## src/rtl/vip_stream_source.sv

```systemverilog
// VIP pipeline head: generates vsync/href/clken frame timing and an 8-bit Y stream
// taken from an upstream valid/ready source or from a built-in test pattern.
module vip_stream_source #(
    parameter logic [10:0] IMG_HDISP = 11'd800,
    parameter logic [10:0] IMG_VDISP = 11'd600,
    parameter logic [10:0] H_BLANK   = 11'd160,
    parameter logic [10:0] V_BLANK   = 11'd20,
    parameter logic [10:0] V_SYNC    = 11'd2,
    parameter logic [7:0]  FILL      = 8'd0
) (
    input  logic       clk,
    input  logic       rst_n,
    input  logic       en,
    input  logic [1:0] pat_sel,
    input  logic       clr_err,
    input  logic       s_valid,
    input  logic [7:0] s_data,
    output logic       s_ready,
    output logic       post_frame_vsync,
    output logic       post_frame_href,
    output logic       post_frame_clken,
    output logic [7:0] post_img_Y,
    output logic       frame_start,
    output logic       underflow,
    output logic       busy
);

    localparam logic [10:0] HTOTAL = IMG_HDISP + H_BLANK;
    localparam logic [10:0] VTOTAL = V_BLANK + IMG_VDISP;

    typedef enum logic {IDLE, RUN} state_t;

    state_t      state_q;
    logic [10:0] h_cnt_q, h_cnt_d;
    logic [10:0] v_cnt_q, v_cnt_d;
    logic [1:0]  pat_q;
    logic        vsync_q, href_q, clken_q, fs_q, underflow_q;
    logic [7:0]  pix_q, pix_d;
    logic        run, active, vs_region, origin, h_end, v_end, starve;
    logic [4:0]  y_lo;

    assign run       = (state_q == RUN);
    assign active    = (v_cnt_q >= V_BLANK) && (h_cnt_q < IMG_HDISP);
    assign vs_region = (v_cnt_q < V_SYNC);
    assign origin    = (h_cnt_q == 11'd0) && (v_cnt_q == 11'd0);
    assign h_end     = (h_cnt_q == HTOTAL - 11'd1);
    assign v_end     = (v_cnt_q == VTOTAL - 11'd1);
    // Grid only needs y[4:0]; the low bits of v-V_BLANK equal the low-bit difference.
    assign y_lo      = v_cnt_q[4:0] - V_BLANK[4:0];

    assign s_ready = run && (pat_q == 2'd0) && active;
    assign starve  = run && (pat_q == 2'd0) && active && !s_valid;

    always_comb begin
        h_cnt_d = h_end ? 11'd0 : h_cnt_q + 11'd1;
        v_cnt_d = v_cnt_q;
        if (h_end) begin
            v_cnt_d = v_end ? 11'd0 : v_cnt_q + 11'd1;
        end
    end

    always_comb begin
        pix_d = FILL;
        case (pat_q)
            2'd0:    pix_d = s_valid ? s_data : FILL;
            2'd1:    pix_d = h_cnt_q[7:0];
            2'd2:    pix_d = (h_cnt_q[4:0] == 5'd0 || y_lo == 5'd0) ? 8'hFF : 8'h00;
            default: pix_d = FILL;
        endcase
    end

    always_ff @(posedge clk or negedge rst_n) begin
        if (!rst_n) begin
            state_q     <= IDLE;
            h_cnt_q     <= '0;
            v_cnt_q     <= '0;
            pat_q       <= '0;
            vsync_q     <= 1'b0;
            href_q      <= 1'b0;
            clken_q     <= 1'b0;
            fs_q        <= 1'b0;
            pix_q       <= '0;
            underflow_q <= 1'b0;
        end else begin
            if (starve) begin
                underflow_q <= 1'b1;
            end else if (clr_err) begin
                underflow_q <= 1'b0;
            end
            case (state_q)
                IDLE: begin
                    h_cnt_q <= '0;
                    v_cnt_q <= '0;
                    vsync_q <= 1'b0;
                    href_q  <= 1'b0;
                    clken_q <= 1'b0;
                    fs_q    <= 1'b0;
                    pix_q   <= '0;
                    if (en) begin
                        state_q <= RUN;
                        pat_q   <= pat_sel;
                    end
                end
                RUN: begin
                    vsync_q <= vs_region;
                    href_q  <= active;
                    clken_q <= active;
                    fs_q    <= origin;
                    pix_q   <= active ? pix_d : 8'd0;
                    h_cnt_q <= h_cnt_d;
                    v_cnt_q <= v_cnt_d;
                    if (origin) begin
                        pat_q <= pat_sel;
                    end
                    // A frame in progress always runs to completion before stopping.
                    if (h_end && v_end && !en) begin
                        state_q <= IDLE;
                    end
                end
                default: state_q <= IDLE;
            endcase
        end
    end

    assign post_frame_vsync = vsync_q;
    assign post_frame_href  = href_q;
    assign post_frame_clken = clken_q;
    assign post_img_Y       = pix_q;
    assign frame_start      = fs_q;
    assign underflow        = underflow_q;
    assign busy             = run;

endmodule

```

## config.mk

```make
export PLATFORM = sky130hd
export DESIGN_NAME = vip_stream_source
export DESIGN_NICKNAME = d
export VERILOG_FILES = /design/src/rtl/vip_stream_source.sv
export SDC_FILE = /design/constraint.sdc
export NUM_CORES = 1
export LEC_CHECK = 0
export ABC_AREA = 1
export BUFFER_PORTS_ARGS = -buffer_cell sky130_fd_sc_hd__clkbuf_2
export CAP_MARGIN = 20
export CORE_MARGIN = 2
export CORE_UTILIZATION = 51
export CTS_CLUSTER_SIZE = 14
export DETAILED_ROUTE_END_ITERATION = 10
export GPL_ROUTABILITY_DRIVEN = 0
export GPL_TIMING_DRIVEN = 0
export PLACE_DENSITY = 0.75
export SLEW_MARGIN = 10
export SYNTH_ARGS = -nofsm -noshare
export SYNTH_HDL_FRONTEND = slang
export SYNTH_SLANG_ARGS = --single-unit
```

## constraint.sdc

```tcl
create_clock -name clk -period 1.25 [get_ports clk]
set_input_delay 0.0625 -clock clk [delete_from_list [all_inputs] [get_ports clk]]
set_output_delay 0.0625 -clock clk [all_outputs]
set_load 0.005 [all_outputs]
```

* Word-level counts from Yosys, hierarchy flattened
Cells that the tools add are included.
** Operators by class
- Shift-type cells :: 0
- Muxes and demuxes :: 21
- Reductions and logical operators :: 17
- Div/mod/pow operators :: 0
- Add/sub/neg operators :: 3
- Equality and inequality tests :: 7
- Bitwise operators :: 1
- Order comparisons :: 3
- Multipliers :: 0
** Operators by type and width (number)
- 11-bit case mux with 2 select lines :: 2
- 11-bit two-way mux :: 3
- 8-bit two-way mux :: 3
- 8-bit case mux with 3 select lines :: 1
- 11-bit by 1-bit adder with 11-bit output (second input constant) :: 2
- 11-bit by 10-bit == test with 1-bit output (second input constant) :: 2
- 11-bit zero test :: 2
- 8-bit case mux with 2 select lines :: 1
- 11-bit by 5-bit >= comparator with 1-bit output (second input constant) :: 1
- 11-bit by 10-bit < comparator with 1-bit output (second input constant) :: 1
- 11-bit by 2-bit < comparator with 1-bit output (second input constant) :: 1
- 5-bit zero test :: 2
- 1-bit case mux with 2 select lines :: 4
- 1-bit logical AND :: 7
- 5-bit subtractor (second input constant) :: 1
- 1-bit two-way mux :: 4
- 2-bit two-way mux :: 2
- 2-bit by 1-bit != test with 1-bit output (second input constant) :: 2
- 2-bit case mux with 2 select lines :: 1
- 2-bit by 1-bit == test with 1-bit output (second input constant) :: 1
- 2-bit == test (second input constant) :: 1
- 1-bit zero test :: 2
- 2-bit zero test :: 1
- 2-bit != test (second input constant) :: 1
- other kinds (4) :: 4
** Storage, ports and cells
- Bits of input ports :: 15
- Bits in latches :: 0
- Output and inout bits :: 15
- Register bits after elaboration :: 37
- Word-level logic and storage cells :: 61
- Bits in read-only memories :: 0
- Memories kept :: 0
- RAM bits :: 0

* Depth between registers and ports, before layout
Gate-level depths: netlist of the first run.
- Depth after elaboration :: 7
- Depth in mapped cells :: 9
- Gate-level depth less buffers :: 9

* Worst setup path after synthesis of the first run
Ideal clock, no wire load.
- Path kind :: register -> register
- Start point :: register h_cnt_q[0]
- End point :: register v_cnt_q[4]
- Data arrival time :: 1.238 ns
- Stages on the path, launching flop included :: 10
- Slack :: -0.106 ns
- Data required time :: 1.132 ns
- Setup time :: 0.118 ns
- Clock period less this slack :: 1.356 ns
- Path buffers :: 1
- Cell sequence :: dfrtp_1 -> ha_1 -> nand3_2 -> nor2_4 -> nand3_2 -> nand2_4 -> inv_2 -> buf_6 -> nand2_1 -> o21ai_2
** Between the ends
- Longest elaborated chain between the ends :: 2
** Ends and longest elaborated chain
- start: declaration :: RTL line 34 : logic [10:0] h_cnt_q, h_cnt_d;
- start signal: assignment :: RTL line 110 : h_cnt_q <= h_cnt_d;
- 11-bit by 10-bit == test with 1-bit output :: RTL line 46 : assign h_end = (h_cnt_q == HTOTAL - 11'd1);
- 2-bit by 1-bit != test with 1-bit output (no line)
- end signal: assignment :: RTL line 111 : v_cnt_q <= v_cnt_d;
- end: declaration :: RTL line 35 : logic [10:0] v_cnt_q, v_cnt_d;
No other way between the ends.
A chain may end at the register's enable or synchronous reset.

* Final worst setup path of the first run
- Start point :: register v_cnt_q[1]
- End point :: register pix_q[2] (netlist: post_img_Y[2])
** Between the ends
- Longest elaborated chain between the ends :: 7
- Elaborated cells on any way between the ends :: 9
- Classes of those cells :: add/sub (1); order compare (1); mux (4); reduce/logical (3)
** Ends and longest elaborated chain
- 5-bit subtractor :: RTL line 49 : assign y_lo = v_cnt_q[4:0] - V_BLANK[4:0];
- 5-bit zero test :: RTL line 67 : 2'd2: pix_d = (h_cnt_q[4:0] == 5'd0 || y_lo == 5'd0) ? 8'hFF : 8'h00;
- 1-bit logical OR :: RTL line 67
- 8-bit two-way mux :: RTL line 67
- 8-bit case mux with 3 select lines :: RTL line 64 : case (pat_q)
- 8-bit two-way mux (*) :: RTL line 109 : pix_q <= active ? pix_d : 8'd0;
- 8-bit case mux with 2 select lines (*) :: RTL line 90 : case (state_q)
- end signal: assignment :: RTL line 109
- end: declaration :: RTL line 38 : logic [7:0] pix_q, pix_d;
Every way passes the cells marked *; elsewhere a longest branch is shown, timed or not.

==> parameters.txt, run 1 <==
Parameter                              Value

GRT
  Antenna violations before repair ... 0
  Number of global-route vias before repair ... about 2000
  Maximum number of pins on one net before global-route repair ... 38
  Total track usage ... 0.263
  Global-route wire length before repair ... about 9.2 mm
  Overflow left after global routing ... 0

Clock network
  CTS tree ... done
  Buffer type at the clock tree root ... clkbuf_8
  Total number of clock tree sinks ... 37
  Number of buffers created by CTS ... 5
  Htree depth ... 2
  Source-to-sink clock delay at the later pin of the worst-skew pair ... between 0.2 and 0.3 ns
  Maximum clock insertion buffer count ... 2
  Reg clk slew, reported paths ... around 0.070 ns

Worst setup path
  Logic depth of the worst register-to-register path ... 6
  Critical path's largest stage delay ... ~0.42 ns
  Critical Path Slowest Stage Cell ... dfrtp_1
  Type of the worst setup path ... reg2reg
  R2R Path Start ... v_cnt_q[1]$_DFFE_PN0P_
  Setup slack on the worst flop-to-flop path ... -0.23 ns
  Worst EP required ... roughly 1.5 ns
  Reg-to-reg endpoint ... post_img_Y[2]$_DFF_PN0_
  Crit path launch type ... flop
  Worst path cell trace ... inv_1 > ha_2 > nand2_1 > o21ai_4 > a21oi_1 > nor2_2
  Capturing element type of the critical path ... flop
  Peak fanout along the critical path ... 8
  Data arrival time at the worst-slack endpoint ... 1.71 ns

Finish
  End-of-flow core utilization ... 0.758
  Finished Cell Area ... 3030 um^2
  Layout cell share with drive strength beyond 1 ... 0.425
  Area added between synthesis and finish ... 42.4%
  Net count reported at finish ... 384
  Ant diodes ... 0
  Final Non-Filler Cells ... around 420

Synthesis
  Post-synthesis xor/xnor area fraction ... 0.00823
  Synthesized-area fraction occupied by ao, oa, aoi and oai cells ... 0.0729
  Post-synthesis share of cell area spent on full adders, half adders and majority gates ... 0.0235
  Post-synthesis simple-gate area fraction ... 0.384
  Mapped Cells ... 288
  Syn Nets ... just over 300
  Cell area after synthesis ... around 2100 um^2
  Multiplexer area fraction after synthesis ... 0
  Avg Inst Size Synth ... between 7 and 8 um^2
  Number of storage elements in the synthesis netlist ... 37
  Count of yosys warnings during synthesis ... 0
  Largest family of logic cells by synthesized area ... simple AND/OR/NAND/NOR gates
  Number of distinct library cells after synthesis ... 27
  Sequential fraction of the synthesis area ... 0.435

STA
  Slew margin rel. ... 0.450
  Slew of the pin with the lowest slew margin ... roughly 0.83 ns
  Worst path setup slack after routing ... -0.230 ns
  Fin crit share ... 1.18
  Fmax ... between 600 and 700 MHz
  Number of hold violations in the final report ... 0
  RSZ-0062 raised after global routing ... true
  Final number of max-transition violations ... 0
  Finish-stage setup viols ... 34
  Final critical-path required period ... around 1.5 ns
  Skew final ... approximately 0.0037 ns

Power and ir drop
  Overall power consumption ... between 2 and 2.5 mW
  Power Dens Cells ... 706 nW/um^2
  Static Leakage ... between 1 and 1.5 nW
  VDD IR max ... 0.559 mV

Placed design
  Total placed instance area ... ~2300 um^2
  Post-Place Setup Slack ... -0.257 ns
  Placed Cells ... about 370
  I/O Buffers ... 28
  Detailed placer's ending HPWL ... 3.50 mm

Worst hold path
  WHS Endpoint ... underflow$_DFFE_PN0P_
  Worst Min Path Start ... clr_err
  Path class of the lowest-slack min-delay path ... in2reg
  Worst Hold Path Cells ... 4

Routing
  Vias/cell ... roughly 5.6
  Initial detailed-routing violation count ... 210
  DRT Wirelength ... ~6.3 mm
  First-pass iteration count of the detailed router ... 5
  Number of vias after detailed routing ... about 2300
  Drc violations ... 0
  Wire length per cell ... 15.2 um
  Count of antenna-violating nets left after detailed routing ... 0

Floorplan
  Std-Cell Core Area ... between 4000 and 5000 um^2
  Die area ... ~4700 um^2
  Number of standard-cell rows in the floorplan ... 23
  Die outline height ... 68.6 um
  Initial core utilization ... 0.532
  Io pins ... 30
  Horizontal extent of the die ... between 60 and 70 um

Flow run
  Max Cap Viol ... 0

Status
  Result of the run ... finished with violations
  Violations in the final reports ... negative setup slack
[per-layer routing]
metal,vias to the layer above,GRT usage,routed length [um]
li1,1084,-,-
met1,1101,0.342,2590
met2,119,0.418,3120
met3,13,0.0666,490
met4,0,0.105,97
met5,-,0,0
[critical path, delay by kind of cell, from the launching register on]
kind | cells | cell delay, ns
AO/OA/AOI/OAI | 2 | 0.41
buffers and inverters | 1 | 0.14
flip-flops | 1 | 0.42
AND/OR/NAND/NOR | 2 | 0.22
adder cells (fa/ha/maj) | 1 | 0.22
[cell usage after synthesis]
master / instances / share of area
ha_1: 4 / 0.024
nand2_4: 1 / 0.0053
nand3_2: 2 / 0.0094
buf_2: 2 / 0.0047
nand2_1: 65 / 0.11
nand3_1: 28 / 0.066
dfrtp_1: 37 / 0.43
inv_2: 1 / 0.0018
nand4_1: 10 / 0.029
nand3b_1: 4 / 0.014
a21oi_1: 11 / 0.026
inv_1: 31 / 0.055
nand2_2: 3 / 0.0088
nor2_1: 50 / 0.088
nor3b_1: 2 / 0.0070
buf_4: 1 / 0.0035
o21ai_0: 14 / 0.033
buf_6: 2 / 0.011
o31ai_1: 1 / 0.0035
o21ai_2: 2 / 0.0082
buf_1: 1 / 0.0018
nor2_4: 3 / 0.016
xor2_1: 1 / 0.0041
nor2_2: 3 / 0.0088
o21ai_1: 1 / 0.0023
nor3_1: 7 / 0.016
xnor2_1: 1 / 0.0041
[power breakdown]
group / total [mW] / internal [mW] / leakage (nW) / switching, mW
clock network: 0.830 / 0.437 / 0.0443 / 0.393
registers: 1.21 / 1.20 / 0.474 / 0.00679
logic: 0.103 / 0.0405 / 0.957 / 0.0626
[cell usage in the layout, fill, tap and decap left out, drive strengths merged]
cell type    count
xnor2            1
nor3             7
xor2             1
nand3b           4
dlygate4sd3      4
nor2            56
nand4           10
nand2           69
ha               4
a21oi           11
o21ai           17
nor3b            2
clkbuf          33
buf             46
inv             32
dfrtp           37
o31ai            1
nand3           30
[how the worst max path moves through the flow]
stage	endpoint	startpoint	depth (start not counted)	slack (ns)
3_5_place_dp	v_cnt_q[4]$_DFFE_PN0P_	h_cnt_q[0]$_DFF_PN0_	9	-0.26
2_1_floorplan	v_cnt_q[4]$_DFFE_PN0P_	h_cnt_q[0]$_DFF_PN0_	9	-0.1
6_report	post_img_Y[2]$_DFF_PN0_	v_cnt_q[1]$_DFFE_PN0P_	6	-0.23
3_3_place_gp	v_cnt_q[4]$_DFFE_PN0P_	h_cnt_q[0]$_DFF_PN0_	9	-0.23
4_1_cts	s_ready	h_cnt_q[7]$_DFF_PN0_	6	-0.16
5_1_grt	post_img_Y[2]$_DFF_PN0_	v_cnt_q[1]$_DFFE_PN0P_	6	-0.30
[kinds of logic (layout without fill, tap and decap cells)]
kind of cell / after synthesis / in the layout
simple gates: 178 / 178
buf+inv: 38 / 115
flops: 37 / 37
compound gates: 29 / 29
fa+ha+maj: 4 / 4
xor+xnor: 2 / 2
[what timing repair did]
item,4_1_cts,5_1_grt
hold buffers,4,0
hold endpoints to repair,40,0
setup buffers,20,19
cloned,1,0
resized for setup,47,43
pin swaps,11,21
setup endpoints to repair,34,38
[sequential cells by signal (all words and copies together) (netlist names)]
| signal | cells |
|---|---|
| frame_start | 1 |
| h_cnt_q | 11 |
| post_frame_clken | 1 |
| post_frame_vsync | 1 |
| pat_q | 2 |
| v_cnt_q | 11 |
| post_img_Y | 8 |
| underflow | 1 |
| busy | 1 |
[area by class of cell]
type                    instances  area, um^2
multi-input cells             213        1290
clock buffers                   7        86.3
flip-flops and latches         37         936
well taps                      50        62.6
fillers                       264         967
repair buffers                 71         484
plain buffers                   5        42.5
inverters                      32         128
[through the flow]
| stage | hold slack [ns] | setup TNS, ns |
|---|---|---|
| after detailed placement | 0.241 | -5.50 |
| after global routing | 0.0330 | -6.96 |
| after CTS | 0.0152 | -3.80 |
| final | 0.0144 | -4.43 |
| after floorplan | -0.233 | -0.795 |
| after global placement | 0.235 | -4.69 |
No activity file was read; power rests on OpenSTA's default activity.
==> run 2: changes to the inputs <==
--- a/config.mk
+++ b/config.mk
@@ -8,12 +8,14 @@
 export ABC_AREA = 1
 export BUFFER_PORTS_ARGS = -buffer_cell sky130_fd_sc_hd__clkbuf_2
 export CAP_MARGIN = 20
+export CORE_ASPECT_RATIO = 0.9
 export CORE_MARGIN = 2
 export CORE_UTILIZATION = 51
-export CTS_CLUSTER_SIZE = 14
+export CTS_CLUSTER_SIZE = 25
 export DETAILED_ROUTE_END_ITERATION = 10
 export GPL_ROUTABILITY_DRIVEN = 0
 export GPL_TIMING_DRIVEN = 0
+export MAX_ROUTING_LAYER = met4
 export PLACE_DENSITY = 0.75
 export SLEW_MARGIN = 10
 export SYNTH_ARGS = -nofsm -noshare
==> parameters.txt, run 2 (synthesized netlist as in run 1, its figures left out) <==
Parameter                              Value

STA
  Fin crit share ... 1.19 (+0.00662)
  Worst path setup slack after routing ... -0.238 ns (-0.00828 ns)
  Finish-stage setup viols ... 34 (unchanged)
  Skew final ... 0.00861 ns (+0.00489 ns)
  Final critical-path required period ... 1.49 ns (+0.00828 ns)
  Number of hold violations in the final report ... 0 (unchanged)
  Slew margin rel. ... 0.449 (-0.000974)
  Final number of max-transition violations ... 0 (unchanged)
  RSZ-0062 raised after global routing ... true
  Slew of the pin with the lowest slew margin ... 0.827 ns (+0.00146 ns)
  Fmax ... 672 MHz (-0.56%)

Floorplan
  Die outline height ... 65.3 um (-4.8%)
  Die area ... 4710 um^2 (about the same)
  Horizontal extent of the die ... 72.1 um (+5.1%)
  Initial core utilization ... 0.526 (-0.00609)
  Io pins ... 30 (unchanged)
  Number of standard-cell rows in the floorplan ... 22 (-4.3%)
  Std-Cell Core Area ... 4050 um^2 (+1.2%)

Routing
  DRT Wirelength ... 6.16 mm (-2.2%)
  Drc violations ... 0 (unchanged)
  Wire length per cell ... 15.3 um (+0.99%)
  Vias/cell ... 5.61 (+0.47%)
  Initial detailed-routing violation count ... 212 (+0.95%)
  Count of antenna-violating nets left after detailed routing ... 0 (unchanged)
  First-pass iteration count of the detailed router ... 5 (unchanged)
  Number of vias after detailed routing ... 2255 (-2.7%)

Finish
  Net count reported at finish ... 372 (-3.1%)
  Ant diodes ... 0 (unchanged)
  Leading cell type in the layout, fill and taps excluded ... nand2_1
  Layout cell share with drive strength beyond 1 ... 0.415 (-0.00940)
  Most used cells in the layout excluding fill and tap cells ... 51 x nand2_1, 34 x nor2_1, 30 x dfrtp_1
  Area added between synthesis and finish ... 40.8%
  End-of-flow core utilization ... 0.741 (-0.0173)
  Finished Cell Area ... 3000 um^2 (-1.2%)
  Final Non-Filler Cells ... 402 (-3.1%)

Clock network
  Htree depth ... 2 (unchanged)
  CTS tree ... done
  Source-to-sink clock delay at the later pin of the worst-skew pair ... 0.29 ns (about the same)
  Number of buffers created by CTS ... 5 (unchanged)
  Buffer type at the clock tree root ... clkbuf_8
  Maximum clock insertion buffer count ... 2 (unchanged)
  Total number of clock tree sinks ... 37 (unchanged)
  Reg clk slew, reported paths ... 0.07 ns (about the same)

GRT
  Overflow left after global routing ... 0 (unchanged)
  Total track usage ... 0.250 (-0.0136)
  Antenna violations before repair ... 0 (unchanged)
  Maximum number of pins on one net before global-route repair ... 38 (unchanged)
  Global-route wire length before repair ... 8.91 mm (-2.7%)
  Number of global-route vias before repair ... 1975 (-2.3%)

Worst setup path
  Crit path launch type ... flop
  Data arrival time at the worst-slack endpoint ... 1.67 ns (-0.04 ns)
  Type of the worst setup path ... reg2reg
  Peak fanout along the critical path ... 5 (-3)
  Capturing element type of the critical path ... flop
  Setup slack on the worst flop-to-flop path ... -0.24 ns (about the same)
  Worst EP required ... 1.44 ns (-0.04 ns)

Power and ir drop
  Static Leakage ... 1.43 nW (-3.1%)
  Power Dens Cells ... 704 nW/um^2 (-0.30%)
  VDD IR max ... 0.816 mV (+46%)

Placed design
  Detailed placer's ending HPWL ... 3.53 mm (+0.99%)
  Total placed instance area ... 2340 um^2 (-0.11%)
  Placed Cells ... 364 (-0.55%)
  I/O Buffers ... 28 (unchanged)

Worst hold path
  Path class of the lowest-slack min-delay path ... in2reg

Flow run
  Max Cap Viol ... 0 (unchanged)

Status
  Result of the run ... finished with violations
  Violations in the final reports ... negative setup slack
run 2: cell count changes in the layout (fill, tap and decap cells not counted), moves of 2 or more:
cell	previous run	this run
clkinv_2	0	2
nand2_2	16	14
ha_4	2	4
a21oi_1	8	3
a21oi_2	3	6
buf_4	37	23
ha_2	2	0
a21oi_4	0	2
buf_6	4	6
run 2: stage by stage:
| step | hold slack, ns | setup TNS, ns | power, mW | setup WS (ns) |
|---|---|---|---|---|
| 5_1_grt | 0.0347 | -7.22 | 2.19 | -0.280 |
| 2_1_floorplan | -0.233 | -0.795 | 1.26 | -0.0999 |
| 3_5_place_dp | 0.241 | -5.25 | 1.31 | -0.256 |
| 3_3_place_gp | 0.237 | -4.79 | 1.31 | -0.234 |
| 4_1_cts | 0.0128 | -4.40 | 2.10 | -0.201 |
| 6_report | 0.0119 | -5.43 | 2.11 | -0.238 |
run 2: what timing repair did:
item                       in CTS  in global routing
resized for setup              28                 71
buffers inserted               11                 14
gates cloned                    1                  0
setup endpoints to repair      34                 38
hold endpoints to repair       40                  0
pin swaps                       8                 20
hold buffers                    4                  0
run 2: power breakdown:
group,internal [mW],leakage (nW),switching [mW],total (mW)
registers,1.20,0.477,0.00745,1.21
logic,0.0388,0.909,0.0676,0.106
clock network,0.386,0.0450,0.409,0.795
run 2: area by class of cell:
type / instances / area [um^2]
Buffer: 6 / 50.0
Clock buffer: 6 / 72.6
Clock inverter: 2 / 10.0
Sequential cell: 37 / 935
Inverter: 32 / 125
Multi-Input combinational cell: 213 / 1350
Timing Repair Buffer: 58 / 399
Tap cell: 48 / 60.1
Fill cell: 266 / 1050
run 2: worst paths after layout:
| path | startpoint | to | cells past startpoint |
|---|---|---|---|
| min in group asynchronous | rst_n | h_cnt_q[0]$_DFF_PN0_ | 2 |
| setup reg to reg | h_cnt_q[0]$_DFF_PN0_ | v_cnt_q[1]$_DFFE_PN0P_ | 9 |
| hold reg to reg | underflow$_DFFE_PN0P_ | underflow$_DFFE_PN0P_ | 2 |
| hold / removal | clr_err | underflow$_DFFE_PN0P_ | 4 |
| setup / recovery | h_cnt_q[0]$_DFF_PN0_ | v_cnt_q[1]$_DFFE_PN0P_ | 9 |
| max in group asynchronous | rst_n | v_cnt_q[4]$_DFFE_PN0P_ | 2 |
run 2: worst max-delay path: stages, from the launching register on:
cell and delay (ns):
dfrtp_1 0.42, ha_4 0.18, nand3_4 0.09, nor2_4 0.15, nand3_4 0.11, nand2_4 0.12
inv_4 0.05, buf_6 0.13, nand2_1 0.07, nand2_1 0.05
run 2: routing by layer:
layer / up-vias / wire (um) / GRT usage
li1: 1055 / - / -
met5: - / 0 / -
met4: 0 / 100 / 0.0708
met2: 106 / 3040 / 0.399
met3: 10 / 393 / 0.0414
met1: 1084 / 2630 / 0.329
